$ cat config.mk
export PLATFORM = sky130hd
export DESIGN_NAME = btb_resolve_ctrl
export DESIGN_NICKNAME = d
export VERILOG_FILES = /design/src/rtl/btb_resolve_ctrl.sv
export SDC_FILE = /design/constraint.sdc
export NUM_CORES = 1
export LEC_CHECK = 0
export CORE_MARGIN = 1
export CORE_UTILIZATION = 57
export CTS_CLUSTER_SIZE = 14
export DETAILED_ROUTE_END_ITERATION = 7
export PLACE_DENSITY_LB_ADDON = 0.08
export SLEW_MARGIN = 0
export SYNTH_ARGS = -nofsm -noshare
export SYNTH_HDL_FRONTEND = slang
export SYNTH_SLANG_ARGS = --single-unit
$ cat constraint.sdc
create_clock -name clk -period 5.32 [get_ports clk]
set_input_delay 1.064 -clock clk [delete_from_list [all_inputs] [get_ports clk]]
set_output_delay 1.064 -clock clk [all_outputs]
set_load 0.02 [all_outputs]
$ cat src/rtl/btb_resolve_ctrl.sv
// rtl/btb_resolve_ctrl.sv - BTB prediction queue, branch resolution compare and BTB update/redirect
// Optional saturating statistics counters: define BTB_RESOLVE_STATS_EN.
module btb_resolve_ctrl #(
  parameter int DEPTH = 4
) (
  input  logic        clk,
  input  logic        rst,
  input  logic        pred_push,
  output logic        pred_ready,
  input  logic [31:0] pred_pc,
  input  logic        pred_valid,
  input  logic        pred_taken,
  input  logic [31:0] pred_target,
  input  logic        res_valid,
  output logic        res_ready,
  input  logic        res_is_branch,
  input  logic        res_taken,
  input  logic [31:0] res_target,
  input  logic        flush,
  output logic        update,
  output logic [31:0] updatePC,
  output logic [31:0] updateTarget,
  output logic        mispredicted,
  output logic        redirect,
`ifdef BTB_RESOLVE_STATS_EN
  output logic [31:0] stat_branches,
  output logic [31:0] stat_mispredicts,
`endif
  output logic [31:0] redirect_pc
);

  localparam int PTR_W = $clog2(DEPTH);

  typedef enum logic {
    S_RUN     = 1'b0,
    S_RECOVER = 1'b1
  } state_e;

  state_e            state_q, state_d;
  logic [PTR_W:0]    wr_ptr_q, wr_ptr_d;
  logic [PTR_W:0]    rd_ptr_q, rd_ptr_d;
  logic [31:0]       pc_mem_q    [DEPTH];
  logic [31:0]       pc_mem_d    [DEPTH];
  logic [31:0]       pnext_mem_q [DEPTH];
  logic [31:0]       pnext_mem_d [DEPTH];

  logic              update_q, update_d;
  logic [31:0]       update_pc_q, update_pc_d;
  logic [31:0]       update_target_q, update_target_d;
  logic              mispredicted_q, mispredicted_d;
  logic              redirect_q, redirect_d;
  logic [31:0]       redirect_pc_q, redirect_pc_d;

`ifdef BTB_RESOLVE_STATS_EN
  logic [31:0]       stat_branches_q, stat_branches_d;
  logic [31:0]       stat_mispredicts_q, stat_mispredicts_d;
`endif

  logic              full;
  logic              empty;
  logic [PTR_W-1:0]  rd_idx;
  logic [PTR_W-1:0]  wr_idx;
  logic [31:0]       head_pc;
  logic [31:0]       head_pnext;
  logic [31:0]       anext;
  logic [31:0]       pred_pnext;
  logic              mispredict;
  logic              pop;
  logic              push;

  always_comb begin
    rd_idx     = rd_ptr_q[PTR_W-1:0];
    wr_idx     = wr_ptr_q[PTR_W-1:0];
    empty      = (wr_ptr_q == rd_ptr_q);
    full       = (wr_ptr_q[PTR_W] != rd_ptr_q[PTR_W]) && (wr_idx == rd_idx);
    pred_ready = !full && (state_q == S_RUN);
    res_ready  = !empty && (state_q == S_RUN);

    // The predicted next PC is folded at push time so only one compare is needed at pop.
    pred_pnext = (pred_valid && pred_taken) ? pred_target : pred_pc + 32'd4;
    head_pc    = pc_mem_q[rd_idx];
    head_pnext = pnext_mem_q[rd_idx];
    anext      = (res_is_branch && res_taken) ? res_target : head_pc + 32'd4;
    mispredict = (head_pnext != anext);

    pop  = res_valid && res_ready && !flush;
    push = pred_push && pred_ready && !flush && !(pop && mispredict);
  end

  always_comb begin
    state_d     = S_RUN;
    wr_ptr_d    = wr_ptr_q;
    rd_ptr_d    = rd_ptr_q;
    pc_mem_d    = pc_mem_q;
    pnext_mem_d = pnext_mem_q;

    update_d        = 1'b0;
    update_pc_d     = 32'd0;
    update_target_d = 32'd0;
    mispredicted_d  = 1'b0;
    redirect_d      = 1'b0;
    redirect_pc_d   = 32'd0;

    if (push) begin
      pc_mem_d[wr_idx]    = pred_pc;
      pnext_mem_d[wr_idx] = pred_pnext;
      wr_ptr_d            = wr_ptr_q + 1'b1;
    end

    if (pop) begin
      update_d        = res_is_branch;
      update_pc_d     = head_pc;
      update_target_d = res_target;
      mispredicted_d  = mispredict;
      redirect_d      = mispredict;
      redirect_pc_d   = anext;
      if (mispredict) begin
        // Younger entries were fetched down the wrong path; drop them all.
        rd_ptr_d = wr_ptr_q;
        state_d  = S_RECOVER;
      end else begin
        rd_ptr_d = rd_ptr_q + 1'b1;
      end
    end

    if (flush) begin
      rd_ptr_d = wr_ptr_q;
      state_d  = S_RUN;
    end

`ifdef BTB_RESOLVE_STATS_EN
    stat_branches_d    = stat_branches_q;
    stat_mispredicts_d = stat_mispredicts_q;
    if (update_q && (stat_branches_q != 32'hFFFF_FFFF)) begin
      stat_branches_d = stat_branches_q + 32'd1;
    end
    if (update_q && mispredicted_q && (stat_mispredicts_q != 32'hFFFF_FFFF)) begin
      stat_mispredicts_d = stat_mispredicts_q + 32'd1;
    end
`endif
  end

  always_ff @(posedge clk or negedge rst) begin
    if (!rst) begin
      state_q         <= S_RUN;
      wr_ptr_q        <= '0;
      rd_ptr_q        <= '0;
      for (int i = 0; i < DEPTH; i++) begin
        pc_mem_q[i]    <= 32'd0;
        pnext_mem_q[i] <= 32'd0;
      end
      update_q        <= 1'b0;
      update_pc_q     <= 32'd0;
      update_target_q <= 32'd0;
      mispredicted_q  <= 1'b0;
      redirect_q      <= 1'b0;
      redirect_pc_q   <= 32'd0;
`ifdef BTB_RESOLVE_STATS_EN
      stat_branches_q    <= 32'd0;
      stat_mispredicts_q <= 32'd0;
`endif
    end else begin
      state_q         <= state_d;
      wr_ptr_q        <= wr_ptr_d;
      rd_ptr_q        <= rd_ptr_d;
      pc_mem_q        <= pc_mem_d;
      pnext_mem_q     <= pnext_mem_d;
      update_q        <= update_d;
      update_pc_q     <= update_pc_d;
      update_target_q <= update_target_d;
      mispredicted_q  <= mispredicted_d;
      redirect_q      <= redirect_d;
      redirect_pc_q   <= redirect_pc_d;
`ifdef BTB_RESOLVE_STATS_EN
      stat_branches_q    <= stat_branches_d;
      stat_mispredicts_q <= stat_mispredicts_d;
`endif
    end
  end

  assign update       = update_q;
  assign updatePC     = update_pc_q;
  assign updateTarget = update_target_q;
  assign mispredicted = mispredicted_q;
  assign redirect     = redirect_q;
  assign redirect_pc  = redirect_pc_q;
`ifdef BTB_RESOLVE_STATS_EN
  assign stat_branches    = stat_branches_q;
  assign stat_mispredicts = stat_mispredicts_q;
`endif

endmodule
Word level (Yosys, flattened, before mapping)
Index checks and enable logic that the tools add are counted.

storage, ports and cells
  register bits = 361
  input port bits = 105
  output and inout port bits = 101
  word-level logic and storage cells = 70

cells by class
  add/sub/neg operators = 4
  $lt $le $gt $ge = 3
  equality and inequality tests = 4
  multiplexer cells = 23
  bitwise gates (word level) = 3
  reductions and logical operators = 17

operator list
  operator               count
  $mux 32                10
  $bwmux 128             2
  $bmux 32 s2            2
  $add 32x3->32 const B  2
  $demux 32 s2           1
  $ne 32x32->1           1
  $logic_and 1x1->1      12
  $mux 3                 3
  $add 3x1->3 const B    2
  $ge 3x3->1 const B     2
  $not 2->3              2
  $mux 1                 5
  $logic_not 1->1        4
  $eq 3x3->1             1
  $lt 3x1->1 const B     1
  $eq 2x2->1             1
  $reduce_bool 2->1      1
  $ne 1x1->1             1
  $not 1->1              1

Depth between registers and ports, before layout
  word-level depth = 10
  gate-level depth with buffers = 17

Least setup slack after synthesis
Ideal clock, no wire load.

  path kind = register to register
  start point = register rd_ptr_q[0]
  end point = register pnext_mem_q[100] (netlist name)
  arrival = 4338 ps
  required time = 5192 ps
  slack = 855 ps
  stages on the path, launching flop included = 16
  buffers on the path = 4
  period minus slack after synthesis = 4465 ps
  cells stage by stage = dfrtp_1 buf_6 buf_6 mux4_2 ha_1 nand4_1 nor4_1 xnor3_1 o311ai_0 a2111o_1 or4bb_1 o21ai_4 and3_1 buf_6 buf_8 mux2_1

between the ends
  cells in the longest elaborated chain, start to end = 10
  elaborated cells between the ends (all ways) = 24
  classes of those cells = add/sub: 1; eq/ne: 3; mux: 7; bitwise: 1; reduce/logical: 12

RTL lines
  element                                      line    RTL
  from (decl)                                  41      logic [PTR_W:0] rd_ptr_q, rd_ptr_d;
  from (signal assigned)                       165     rd_ptr_q <= rd_ptr_d;
  $not 2->3 (not written as such)              81, 82
  $bmux 32 s2                                  81      head_pc = pc_mem_q[rd_idx];
  $mux 32 (not written as such) (2 in series)  81
  $add 32x3->32                                83      anext = (res_is_branch && res_taken) ? res_target : head_pc + 32'd4;
  $mux 32                                      83
  $ne 32x32->1                                 84      mispredict = (head_pnext != anext);
  $logic_and 1x1->1                            87      push = pred_push && pred_ready && !flush && !(pop && mispredict);
  $logic_not 1->1                              87
  $logic_and 1x1->1 (*)                        87
  to (signal assigned)                         167     pnext_mem_q <= pnext_mem_d;
  to (decl)                                    44      logic [31:0] pnext_mem_q [DEPTH];

Mark *: on every way between the ends. The rest lies on a longest branch, timed or not. The select of a mux whose other input is x is not followed.
A chain may end at the register's enable or synchronous reset.

Worst setup path in the final report
  start point = register rd_ptr_q[0]
  end point = register pnext_mem_q[75] (netlist name)

Same word-level chain as after synthesis.

==> results.json <==
{
  "io_pins": 206,
  "clk_pin_slew_ns": 0.06,
  "htree_levels": 2,
  "wl_per_cell_um": 24.48,
  "synth_area_mm2": 0.01809,
  "max_slew_margin": 0.2673,
  "ir_drop_v": 0.0004240,
  "cpMaxStageDelayCell": "nor4_2",
  "tns_ns": 0,
  "synth.top_cell.area_share": 0.4995,
  "r2r-end": "pnext_mem_q[75]",
  "grt_overflow": 0,
  "drtIter0Drc": 867,
  "cts_resized": 0,
  "path_class": "reg -> reg",
  "drive_gt1_frac": 0.1535,
  "nNetsFinal": 1748,
  "grt_max_degree": 126,
  "die_area_mm2": 0.03245,
  "p_sw_mw": 5.643,
  "synth_top_area_cell": "dfrtp_1",
  "status": "finished clean",
  "port_buffers": 205,
  "post-route-util": 0.7145,
  "dr.pass1.iters": 5,
  "worst_pin_slew_ns": 1.099,
  "max_freq_mhz": 194.3,
  "p_clk_frac": 0.182,
  "sw_frac_of_total": 0.3955,
  "max_cap_violations": 0,
  "power_frac_comb": 0.505,
  "async_flop_share": 1.000,
  "drc": 0,
  "seq_area_frac_synth": 0.4995,
  "grt_util_all_layers": 0.3198,
  "setup_slack_ns": 0.1721,
  "ys_ff_latch": 361,
  "tritoncts": "done",
  "first_global_vias": 12980,
  "syn-instance-count": 1384,
  "antenna_found_initial": 0,
  "cts_sinks": 361,
  "reg2reg_from": "rd_ptr_q[0]",
  "hold_path.class": "reg -> reg",
  "regToRegSetupSlack_ns": 0.17,
  "p_seq_frac": 0.314,
  "dp_hpwl_um": 36900,
  "cts_hold_buf": 0,
  "ys_types": 77,
  "ant_nets": 0,
  "coreArea_mm2": 0.03091,
  "critPathMaxFanout": 33,
  "slowest_delay_ns": 0.86,
  "clockBufferDepth": 3,
  "yosysWarnings": 0,
  "fin_skew_ns": 0.01342,
  "post_cts_buffers": 0,
  "cts_buffers": 38,
  "initial_core_util": 0.5851,
  "die_w_um": 180.1,
  "finalCritPeriodShare": 0.9677,
  "crit_path_end": "pnext_mem_q[75]",
  "root_buffer": "clkbuf_16",
  "path_cells": "buf_12, mux4_2, nand3_1, nor4_2, mux2i_1, o32ai_1, o31ai_1, buf_4, or4bb_1, o21ai_4, and3_2, buf_12, mux2_1",
  "hold_viol_final": 0,
  "vias": 12640,
  "cellPowerDensity_mw_per_mm2": 646.1,
  "setup.worst_path.end_class": "register",
  "dp_slack_ns": 0.1958,
  "die_h_um": 180.1,
  "period_needed_ns": 5.148,
  "syn_avg_cell_area_um2": 13.07,
  "rows": 64,
  "gp_congestion": 1.016,
  "synth_fp_nets": 1496,
  "vias_per_cell": 6.146,
  "drv_slew": 0,
  "setup-violations-final": 0,
  "power.leakage_nw": 9.336,
  "area_delta_synth_final_pct": 22.10,
  "insertedDiodeCount": 0,
  "p_int_mw": 8.626,
  "critical_path_arrival_ns": 5.55,
  "r2r.worst_path.cells": 13,
  "synth.area.top_cells": "dfrtp_1 (50%), mux2_1 (15%), mux4_2 (8.0%)",
  "grt_setup_unrepaired": "false",
  "drt_wl_total_um": 50350,
  "ys.flop_type": "dfrtp_1",
  "grt_first_pass_wirelength_um": 78830,
  "startpoint": "rd_ptr_q[0]",
  "synth_edf_count": 0,
  "cp-start-kind": "register",
  "clkLatencyLatePin_ns": 0.54,
  "worst_ep_required_time_ns": 5.72,
  "cpMostUsedCell": "buf_12"
}
## routing by layer
metal / routed length [um] / vias up / track usage
li1: - / 5549 / -
met1: 22380 / 6492 / 0.4625
met2: 23140 / 508 / 0.4953
met3: 3098 / 93 / 0.04911
met4: 1738 / 0 / 0.1149
met5: 0 / - / 0
## per-stage QoR
step	total power, mW	area, um2	hold WS [ns]	cells
4_1_cts	14.20	22080	0.4816	2057
6_report	14.27	22080	0.4787	2057
3_5_place_dp	11.57	20850	0.4686	1992
3_3_place_gp	11.45	20850	0.4619	1992
2_1_floorplan	8.730	18090	0.4524	1384
5_1_grt	14.94	22080	0.4958	2057
## final cells by class
type / instances / area [um2]
repair buffers: 297 / 2948
fillers: 2161 / 8826
well taps: 396 / 495.5
clock buffers: 52 / 1114
inverters: 19 / 71.32
clock inverters: 13 / 123.9
flip-flops and latches: 361 / 9039
multi-input cells: 919 / 8293
## cell usage after synthesis, drive strengths merged (12+ instances only)
| cell type | n |
|---|---|
| and4 | 12 |
| xor2 | 46 |
| mux2 | 261 |
| xnor2 | 55 |
| nand2 | 72 |
| inv | 19 |
| mux4 | 64 |
| dfrtp | 361 |
| a21oi | 15 |
| nor2 | 58 |
| and2 | 68 |
| nand4 | 32 |
| clkbuf | 35 |
| buf | 50 |
| a211oi | 24 |
| and3 | 13 |
| nor3 | 15 |
| o21ai | 41 |
| nand3 | 29 |
## power groups by stage
| stage | Clock (mW) | Sequential [mW] | Combinational (mW) |
|---|---|---|---|
| final | 2.59 | 4.47 | 7.20 |
| after global placement | 0 | 4.42 | 7.02 |
| after CTS | 2.64 | 4.47 | 7.10 |
| after global routing | 2.75 | 4.61 | 7.57 |
| after detailed placement | 0 | 4.50 | 7.07 |
| after floorplan | 0 | 4.46 | 4.27 |
## worst max-delay path, delay by kind of cell (launching register included)
family / cells / cell delay [ns]
AND/OR/NAND/NOR: 4 / 2.00
buffers and inverters: 3 / 0.65
multiplexers: 3 / 1.08
AO/OA/AOI/OAI: 3 / 0.65
flip-flops: 1 / 0.61
## placed cells by master, fill, tap and decap left out, types with 4 or more instances in the layout
| master | Yosys | routed |
|---|---|---|
| and4_1 | 12 | 12 |
| xor2_1 | 46 | 46 |
| o211ai_1 | 5 | 5 |
| and2_1 | 68 | 67 |
| mux2_1 | 247 | 247 |
| clkinv_2 | 0 | 7 |
| clkbuf_16 | 0 | 38 |
| o31ai_1 | 6 | 6 |
| nand3_1 | 29 | 29 |
| dfrtp_1 | 361 | 359 |
| nor3_1 | 15 | 15 |
| o21ai_0 | 39 | 39 |
| buf_12 | 1 | 16 |
| nor3b_1 | 4 | 4 |
| a31o_2 | 4 | 4 |
| nor2_1 | 58 | 58 |
| buf_4 | 5 | 76 |
| clkbuf_8 | 0 | 11 |
| ha_1 | 7 | 7 |
| clkdlybuf4s50_1 | 0 | 204 |
| a31oi_1 | 4 | 4 |
| inv_1 | 19 | 19 |
| mux2_2 | 14 | 14 |
| mux2i_1 | 4 | 4 |
| mux4_2 | 64 | 64 |
| or3_1 | 9 | 9 |
| and3_1 | 12 | 9 |
| a211oi_1 | 24 | 24 |
| xnor2_1 | 55 | 55 |
| or4_1 | 6 | 6 |
| a21oi_1 | 15 | 15 |
| nand4_1 | 32 | 32 |
| nor4_1 | 7 | 7 |
| nand2_1 | 72 | 71 |
## kinds of logic after synthesis
group                      synth area share
muxes                                0.2457
adders and majority gates          0.004842
and+or+nand+nor                      0.1021
xor gates and xnor gates            0.05265
buffers and inverters               0.04282
DFF                                  0.4995
AOI/OAI and AO/OA                   0.05244
## worst min path at each step
stage | startpoint | endpoint | slack [ns] | cells past startpoint
after global placement | pnext_mem_q[12] | pnext_mem_q[12] | 0.46 | 1
after global routing | pnext_mem_q[59] | pnext_mem_q[59] | 0.50 | 1
after detailed placement | pnext_mem_q[56] | pnext_mem_q[56] | 0.47 | 1
final | pc_mem_q[42] | pc_mem_q[42] | 0.48 | 1
after floorplan | pc_mem_q[32] | pc_mem_q[32] | 0.45 | 1
after CTS | pnext_mem_q[56] | pnext_mem_q[56] | 0.48 | 1
## sequential cells by signal, summed over array words and instances, names as in the netlist
signal and flops:
pc_mem_q 128, pnext_mem_q 128, redirect_pc 32, updatePC 32, updateTarget 32, rd_ptr_q 3
wr_ptr_q 3, redirect 1, state_q 1, update 1
Note: power is estimated with default switching activity, not from simulation.
